==> src/rtl/bin_to_bcd_seq.sv <==
// Sequential binary-to-BCD converter (double dabble), one input bit per clock.
// Produces packed BCD digits and a leading-zero blanking mask for a display driver.
module bin_to_bcd_seq #(
    parameter int BITS   = 16,
    parameter int DIGITS = 5
) (
    input  logic                  clk,
    input  logic                  reset,
    input  logic                  start,
    input  logic [BITS-1:0]       bin_in,
    output logic                  busy,
    output logic                  done,
    output logic [4*DIGITS-1:0]   bcd_out,
    output logic [DIGITS-1:0]     digit_valid,
    output logic [1:0]            o_dbg_state
);

    // Handshake: start is a one-cycle request honoured only in IDLE or DONE;
    // done is a one-cycle pulse and bcd_out/digit_valid hold until the next done.

    function automatic logic [127:0] pow10(input int n);
        logic [127:0] p;
        p = 128'd1;
        for (int i = 0; i < n; i++) begin
            p = p * 128'd10;
        end
        return p;
    endfunction

    localparam logic [127:0] MAX_BIN = (128'd1 << BITS) - 128'd1;
    localparam int CW = $clog2(BITS + 1);

    generate
        if (pow10(DIGITS) <= MAX_BIN) begin : g_capacity_check
            $error("bin_to_bcd_seq: DIGITS too small to hold 2**BITS-1");
        end
    endgenerate

    typedef enum logic [1:0] {
        S_IDLE  = 2'd0,
        S_SHIFT = 2'd1,
        S_DONE  = 2'd2
    } state_t;

    state_t                r_state;
    logic [BITS-1:0]       r_shift;
    logic [4*DIGITS-1:0]   r_bcd;
    logic [CW-1:0]         r_cnt;
    logic [4*DIGITS-1:0]   w_adj;
    logic [DIGITS-1:0]     w_dv;
    logic                  w_any;

    assign o_dbg_state = r_state;

    always_comb begin
        w_adj = r_bcd;
        for (int k = 0; k < DIGITS; k++) begin
            if (r_bcd[4*k +: 4] >= 4'd5) begin
                w_adj[4*k +: 4] = r_bcd[4*k +: 4] + 4'd3;
            end
        end
    end

    // A digit is shown if it or any more-significant digit is nonzero; ones always shown.
    always_comb begin
        w_dv  = '0;
        w_any = 1'b0;
        for (int k = DIGITS - 1; k >= 0; k--) begin
            w_any   = w_any | (r_bcd[4*k +: 4] != 4'd0);
            w_dv[k] = w_any;
        end
        w_dv[0] = 1'b1;
    end

    always_ff @(posedge clk) begin
        if (reset) begin
            r_state     <= S_IDLE;
            r_shift     <= '0;
            r_bcd       <= '0;
            r_cnt       <= '0;
            busy        <= 1'b0;
            done        <= 1'b0;
            bcd_out     <= '0;
            digit_valid <= '0;
        end else begin
            case (r_state)
                S_IDLE, S_DONE: begin
                    done <= 1'b0;
                    if (start) begin
                        r_shift <= bin_in;
                        r_bcd   <= '0;
                        r_cnt   <= CW'(BITS);
                        busy    <= 1'b1;
                        r_state <= S_SHIFT;
                    end else begin
                        r_state <= S_IDLE;
                    end
                end
                S_SHIFT: begin
                    if (r_cnt == '0) begin
                        bcd_out     <= r_bcd;
                        digit_valid <= w_dv;
                        done        <= 1'b1;
                        busy        <= 1'b0;
                        r_state     <= S_DONE;
                    end else begin
                        r_bcd   <= {w_adj[4*DIGITS-2:0], r_shift[BITS-1]};
                        r_shift <= {r_shift[BITS-2:0], 1'b0};
                        r_cnt   <= r_cnt - 1'b1;
                    end
                end
                default: begin
                    r_state <= S_IDLE;
                    busy    <= 1'b0;
                    done    <= 1'b0;
                end
            endcase
        end
    end

endmodule

==> config.mk <==
export PLATFORM = sky130hd
export DESIGN_NAME = bin_to_bcd_seq
export DESIGN_NICKNAME = d
export VERILOG_FILES = /design/src/rtl/bin_to_bcd_seq.sv
export SDC_FILE = /design/constraint.sdc
export NUM_CORES = 1
export LEC_CHECK = 0
export CAP_MARGIN = 25
export CORE_MARGIN = 2
export CORE_UTILIZATION = 58
export CTS_CLUSTER_SIZE = 8
export DETAILED_ROUTE_END_ITERATION = 16
export GPL_TIMING_DRIVEN = 1
export PLACE_DENSITY = 0.85
export REMOVE_ABC_BUFFERS = 1
export SYNTH_ARGS = -nofsm -noshare
export SYNTH_HDL_FRONTEND = slang
export SYNTH_SLANG_ARGS = --single-unit
==> constraint.sdc <==
create_clock -name clk -period 3.25 [get_ports clk]
set_clock_uncertainty 0.15 [all_clocks]
set_input_delay 0.65 -clock clk [delete_from_list [all_inputs] [get_ports clk]]
set_output_delay 0.65 -clock clk [all_outputs]
set_load 0.01 [all_outputs]
==> results of run 1 <==
[final cells by class]
type                    instances  area (µm²)
inverters                      12        45.0
well taps                      72        90.1
clock buffers                   9         124
flip-flops and latches         70        1400
repair buffers                 54         518
fillers                       434        1500
multi-input cells             287        1720
clock inverters                 7         113
[through the flow]
step | util | instances
CTS | 0.728 | 511
global placement | 0.685 | 495
finish | 0.728 | 511
floorplan | - | 369
detailed placement | 0.685 | 495
global route | 0.728 | 511
[power by group through the flow]
stage | clock, mW | sequential (mW) | combinational (mW)
after floorplan | 0 | 0.937 | 0.142
after global placement | 0 | 0.935 | 0.250
after detailed placement | 0 | 0.937 | 0.253
after CTS | 0.838 | 0.917 | 0.256
after global routing | 0.874 | 0.921 | 0.284
final | 0.831 | 0.918 | 0.255
[worst min-delay path: stages (launching register included)]
cell and delay (ns):
dfxtp_1 0.31, nand2_1 0.05, a21oi_1 0.05
[routing by layer]
| metal | vias up | wire length (µm) | GRT usage |
|---|---|---|---|
| met2 | 69 | 3440 | 0.394 |
| li1 | 1469 | - | - |
| met5 | - | 0 | 0 |
| met4 | 0 | 97 | 0.0879 |
| met1 | 1343 | 3130 | 0.291 |
| met3 | 11 | 318 | 0.0656 |
[state kept, by name, indices dropped and copies added (netlist names)]
signal / cells
o_dbg_state: 2
done: 1
r_cnt: 5
digit_valid: 5
r_shift: 16
busy: 1
r_bcd: 20
bcd_out: 20
[Yosys cell counts]
cell	n
nor2_1	30
o21ai_0	13
dfxtp_1	70
mux2_2	5
nor2_8	1
nor4b_1	2
a21oi_2	2
buf_2	4
a211oi_1	5
or3_1	6
and2b_1	1
or4b_1	1
o21ai_1	2
a311oi_1	15
buf_8	2
inv_1	12
nand2b_1	7
nand2_1	82
ha_1	15
buf_1	1
nand4b_1	14
or4_1	6
clkbuf_1	20
xor2_1	2
nor3b_1	9
a21oi_1	40
o211ai_1	5
nor4_1	6
nor3_1	6
nor4b_4	1
a21oi_4	1
nand3_1	8
nand2_2	1
nor2b_1	1
buf_4	1
buf_6	1
[worst paths after layout]
path / startpoint / to / slack [ns] / cells past startpoint
setup reg to reg: r_cnt[0]$_SDFFE_PP0P_ / r_shift[12]$_SDFFE_PP0P_ / 0.90 / 6
hold / removal: bcd_out[10]$_SDFFE_PP0P_ / bcd_out[10]$_SDFFE_PP0P_ / 0.30 / 2
setup / recovery: r_cnt[0]$_SDFFE_PP0P_ / r_shift[12]$_SDFFE_PP0P_ / 0.90 / 6
hold reg to reg: bcd_out[10]$_SDFFE_PP0P_ / bcd_out[10]$_SDFFE_PP0P_ / 0.30 / 2
[cell families (layout without fill, tap and decap cells)]
group | after synthesis | count (layout) | share of synthesized area
buffers and inverters | 41 | 82 | 0.0583
AOI/OAI and AO/OA | 83 | 83 | 0.156
and+or+nand+nor | 182 | 182 | 0.283
adders and majority gates | 15 | 15 | 0.0568
DFF | 70 | 70 | 0.424
xor gates and xnor gates | 2 | 2 | 0.00530
muxes | 5 | 5 | 0.0170
==> impl_metrics.csv, run 1 <==
group,metric,value,unit
synth,syn-instance-count,398,
clock_network,ctsResizeCount,0,
detailed_routing,postRouteAntennaNets,0,
detailed_routing,routed_wirelength,6990,µm
timing,min_period_over_period,0.724,
timing,finalHoldWorstSlack,0.304,ns
synth,syn_area,3310,µm²
pwr,p_int,1.50,mW
pwr,powerDensity,500,nW/µm²
outcome,status,"completed",
timing,fmax,425,MHz
place,preCtsSetupSlack,0.974,ns
clock_network,cts.repair_timing.setup_buffer_count,0,
clock_network,cts.root.buffer_cell,"clkbuf_8",
clock_network,ctsHtreeMaxLevel,3,
pwr,max_ir_drop_vdd,0.332,mV
pwr,switchingPower,505,µW
global_routing,grt_first_pass_wirelength,11700,µm
pwr,p_sw_frac,0.252,
synth,synth_cell_type_count,36,
setup_path,worst-path-max-fanout,30,
layout,post_route_cells_drive_above_1_share,0.0820,
worst_hold_path,hold_path.class,"reg -> reg",
timing,rsz_0062_raised_after_global_routing,"no",
layout,area_growth,21.2,%
setup_path,slowest_stage,"o21ai_2",
global_routing,grt_util_all_layers,0.236,
synth,synth.avg_cell_area,8.31,µm²
floorplanning,placementRows,27,
layout,stdcell_area,4010,µm²
place,buffer_ports.inserted,47,
run,maxcap_viol_count,0,
pwr,fin_total_pwr,2.00,mW
pwr,p_seq_frac,0.458,
detailed_routing,vias_per_cell,5.66,
timing,final_setup_violation_count,0,
setup_path,cp_cell_sequence,"inv_1 -> ha_1 -> nor4b_4 -> o21ai_2 -> nor2_1 -> a311oi_1",
detailed_routing,dr.first_iter.drc_count,197,
pwr,power_leakage,1.36,nW
synth,synth.area.top_cells,"dfxtp_1 (42%), nand2_1 (9.3%), a21oi_1 (6.1%)",
synth,synth.ff_latch_count,70,
place,dpl-instance-area,3770,µm²
detailed_routing,detailroute.via_count,2892,
setup_path,path_delay_family,"compound AO/OA/AOI/OAI gates",
layout,antennaDiodeCount,0,
clock_network,clock_latency,0.34,ns
timing,timing_hold_violations_final,0,
place,place_hpwl,4500,µm
floorplanning,die_h,79.5,µm
global_routing,gr-total-overflow,0,
floorplanning,dieWidth,79.5,µm
clock_network,tritoncts.num_buffers,9,
clock_network,clock_tree.buffer_depth,2,
timing,finalMaxSlewViolations,0,
place,globalplace.congestion,0.784,
timing,timing.max_slew.rel_slack,0.320,
clock_network,clock_sinks,70,
setup_path,critPathLaunchType,"register",
clock_network,holdBufCountCts,0,
setup_path,crit_path_end_kind,"register",
clock_network,clk_pin_slew_worst_paths,0.08,ns
pwr,comb_power_share,0.127,
floorplanning,core_area,5510,µm²
global_routing,grt_start_max_net_pins,67,
detailed_routing,drcViolationCount,0,
synth,synth_top_cell_by_area,"dfxtp_1",
setup_path,cpPeakStageDelay,0.82,ns
clock_network,cts_tree,"yes",
floorplanning,io_pins,48,
setup_path,crit_required,3.34,ns
detailed_routing,route.detailed.wl_per_inst,13.7,µm
timing,timing.final.crit_period,2.35,ns
global_routing,antenna_found_initial,0,
layout,top_library_cells_by_usage_in_the_layout_fill_and_taps_aside,"nand2_1 (82), dfxtp_1 (70), clkdlybuf4s50_1 (46)",
setup_path,setup.worst_path.class,"reg -> reg",
global_routing,first_global_vias,2658,
synth,ys_warn_count,0,
timing,fin_tns_setup,0,ns
timing,worstMarginPinSlew,1.02,ns
pwr,power_frac_clock,0.415,
setup_path,critical_path_buf_inv_count,1,
synth,synth_seq_area_share,0.424,
floorplanning,initial_utilization,0.601,
layout,number_of_nets_at_the_end_of_the_flow,468,
layout,most_common_cell_after_layout_fill_and_taps_aside,"nand2_1",
setup_path,worstPathArrival,2.44,ns
detailed_routing,detail_route.first_pass.iterations,5,
timing,fin_ws,0.896,ns
synth,synth_top_area_share,0.424,
floorplanning,area_of_the_die,6320,µm²
Note: power is estimated with default switching activity, not from simulation.
==> inputs of run 2 (changes only) <==
--- a/config.mk
+++ b/config.mk
@@ -7,11 +7,11 @@
 export LEC_CHECK = 0
 export CAP_MARGIN = 25
 export CORE_MARGIN = 2
-export CORE_UTILIZATION = 58
+export CORE_UTILIZATION = 54
 export CTS_CLUSTER_SIZE = 8
 export DETAILED_ROUTE_END_ITERATION = 16
 export GPL_TIMING_DRIVEN = 1
-export PLACE_DENSITY = 0.85
+export PLACE_DENSITY = 0.8
 export REMOVE_ABC_BUFFERS = 1
 export SYNTH_ARGS = -nofsm -noshare
 export SYNTH_HDL_FRONTEND = slang
==> constraint.sdc (replaced) <==
create_clock -name clk -period 2.21 [get_ports clk]
set_clock_uncertainty 0.15 [all_clocks]
set_input_delay 0.442 -clock clk [delete_from_list [all_inputs] [get_ports clk]]
set_output_delay 0.442 -clock clk [all_outputs]
set_load 0.01 [all_outputs]
==> impl_metrics.csv, run 2 (synthesis gave the netlist of run 1 again) <==
group,metric,value,unit
outcome,status,"completed",
global_routing,first_global_vias,2697,
clock_network,clk_pin_slew_worst_paths,0.07,ns
detailed_routing,drcViolationCount,0,
setup_path,critPathLaunchType,"register",
timing,finalMaxSlewViolations,0,
setup_path,cp_cell_sequence,"inv_1 -> ha_1 -> or4b_4 -> nor2_8 -> buf_4 -> nand2_1 -> a21oi_1",
place,dpl-instance-area,3880,µm²
clock_network,holdBufCountCts,0,
setup_path,worstPathArrival,2.13,ns
layout,post_route_cells_drive_above_1_share,0.110,
setup_path,r2r.worst_path.cells,7,
floorplanning,dieWidth,82.3,µm
layout,stdcell_area,4070,µm²
setup_path,setup.worst_path.class,"reg -> reg",
floorplanning,initial_utilization,0.559,
global_routing,grt_start_max_net_pins,38,
layout,antennaDiodeCount,0,
timing,final_setup_violation_count,0,
detailed_routing,route.detailed.wl_per_inst,13.5,µm
clock_network,tritoncts.num_buffers,9,
floorplanning,area_of_the_die,6770,µm²
timing,timing.max_slew.rel_slack,0.656,
global_routing,antenna_found_initial,0,
run,maxcap_viol_count,0,
setup_path,worst-path-max-fanout,12,
timing,fmax,498,MHz
detailed_routing,detailroute.via_count,2949,
detailed_routing,detail_route.first_pass.iterations,4,
global_routing,gr-total-overflow,0,
setup_path,crit_path_end_kind,"register",
clock_network,cts.root.buffer_cell,"clkbuf_8",
timing,timing.final.crit_period,2.01,ns
layout,num-fill-cells,497,
clock_network,clock_sinks,70,
timing,rsz_0062_raised_after_global_routing,"no",
detailed_routing,routed_wirelength,7160,µm
place,preCtsSetupSlack,0.0884,ns
pwr,powerDensity,658,nW/µm²
clock_network,ctsHtreeMaxLevel,3,
timing,min_period_over_period,0.909,
timing,fin_ws,0.200,ns
detailed_routing,postRouteAntennaNets,0,
clock_network,cts_tree,"yes",
setup_path,critical_path_buf_inv_count,2,
floorplanning,core_area,5920,µm²
detailed_routing,dr.first_iter.drc_count,195,
setup_path,cpPeakStageDelay,0.57,ns
place,globalplace.congestion,0.836,
layout,area_growth,23.1,%
floorplanning,io_pins,48,
setup_path,cp-startpoint,"r_cnt[0]$_SDFFE_PP0P_",
pwr,max_ir_drop_vdd,0.416,mV
layout,reg.largest.list,"bcd_out (20), r_bcd (20), r_shift (16)",
place,place_hpwl,4960,µm
setup_path,regToRegStartpoint,"r_cnt[0]$_SDFFE_PP0P_",
floorplanning,die_h,82.3,µm
setup_path,setup.worst_path.end,"bcd_out[18]$_SDFFE_PP0P_",
timing,worstMarginPinSlew,0.516,ns
setup_path,worst-path-stages,7,
layout,top_library_cells_by_usage_in_the_layout_fill_and_taps_aside,"nand2_1 (82), dfxtp_1 (70), clkdlybuf4s50_1 (46)",
setup_path,r2r-end,"bcd_out[18]$_SDFFE_PP0P_",
global_routing,grt_first_pass_wirelength,12000,µm
clock_network,clock_latency,0.34,ns
setup_path,slowest_stage,"or4b_4",
pwr,power_leakage,1.41,nW
floorplanning,placementRows,28,
timing,finalHoldWorstSlack,0.303,ns
setup_path,crit_required,2.33,ns
setup_path,reg2reg_setup_slack,0.20,ns
global_routing,grt_util_all_layers,0.229,
timing,timing_hold_violations_final,0,
place,buffer_ports.inserted,47,
layout,most_common_cell_after_layout_fill_and_taps_aside,"nand2_1",
worst_hold_path,hold_path.class,"reg -> reg",
layout,number_of_nets_at_the_end_of_the_flow,483,
clock_network,clock_tree.buffer_depth,2,
setup_path,path_delay_family,"simple AND/OR/NAND/NOR gates",
detailed_routing,vias_per_cell,5.57,
layout,regArea,1400,µm²
layout,multi_input_area,1720,µm²
==> run 2: cell types whose count changed in the layout (fill, tap and decap cells not counted) <==
| cell | previous run | this run |
|---|---|---|
| buf_4 | 7 | 21 |
| bufinv_16 | 3 | 0 |
| clkbuf_1 | 0 | 2 |
| buf_12 | 0 | 1 |
| clkbuf_8 | 9 | 10 |
| or4b_1 | 1 | 0 |
| or4b_4 | 0 | 1 |
==> run 2: power by group <==
part,internal [mW],leakage (nW),switching (mW)
Sequential,1.32,0.569,0.0336
Clock,0.433,0.0861,0.465
Combinational,0.193,0.753,0.238
Total,1.94,1.41,0.737
==> run 2: layer usage <==
| layer | share of wire | track usage |
|---|---|---|
| met1 | 0.46 | 0.292 |
| met3 | 0.045 | 0.0522 |
| met5 | 0 | 0 |
| met4 | 0.019 | 0.100 |
| met2 | 0.47 | 0.371 |
==> run 2: worst min path at each step <==
stage / startpoint / endpoint / slack (ns) / depth (start not counted)
6_report: bcd_out[19]$_SDFFE_PP0P_ / bcd_out[19]$_SDFFE_PP0P_ / 0.30 / 2
5_1_grt: bcd_out[12]$_SDFFE_PP0P_ / bcd_out[12]$_SDFFE_PP0P_ / 0.33 / 2
4_1_cts: bcd_out[14]$_SDFFE_PP0P_ / bcd_out[14]$_SDFFE_PP0P_ / 0.31 / 2
3_5_place_dp: bcd_out[14]$_SDFFE_PP0P_ / bcd_out[14]$_SDFFE_PP0P_ / 0.30 / 2
3_3_place_gp: bcd_out[19]$_SDFFE_PP0P_ / bcd_out[19]$_SDFFE_PP0P_ / 0.29 / 2
2_1_floorplan: r_shift[15]$_SDFFE_PP0P_ / r_bcd[0]$_SDFFE_PP0P_ / 0.29 / 2
==> run 2: worst min-delay path: stages (launching register included) <==
cell and delay, ns:
dfxtp_1 0.31, nand2_1 0.05, a21oi_1 0.05
==> run 2: final cells by class <==
type / instances / area share
multi-input combinational: 287 / 0.423
sequential: 70 / 0.344
timing repair buffer: 69 / 0.158
clock buffer: 12 / 0.0356
tap: 75 / 0.0230
inverter: 12 / 0.0111
clock inverter: 4 / 0.00553
==> run 2: stage by stage <==
step / cells / power [mW] / utilization / setup TNS [ns]
2_1_floorplan: 369 / 1.59 / - / -7.84
3_3_place_gp: 510 / 1.78 / 0.655 / 0
3_5_place_dp: 510 / 1.79 / 0.655 / 0
4_1_cts: 526 / 2.67 / 0.683 / 0
5_1_grt: 529 / 2.81 / 0.688 / 0
6_report: 529 / 2.68 / 0.688 / 0
==> run 2: repair_timing <==
| action | in CTS | in global routing |
|---|---|---|
| setup buffers | 0 | 3 |
| resized for setup | 0 | 1 |
| setup endpoints to repair | 0 | 28 |
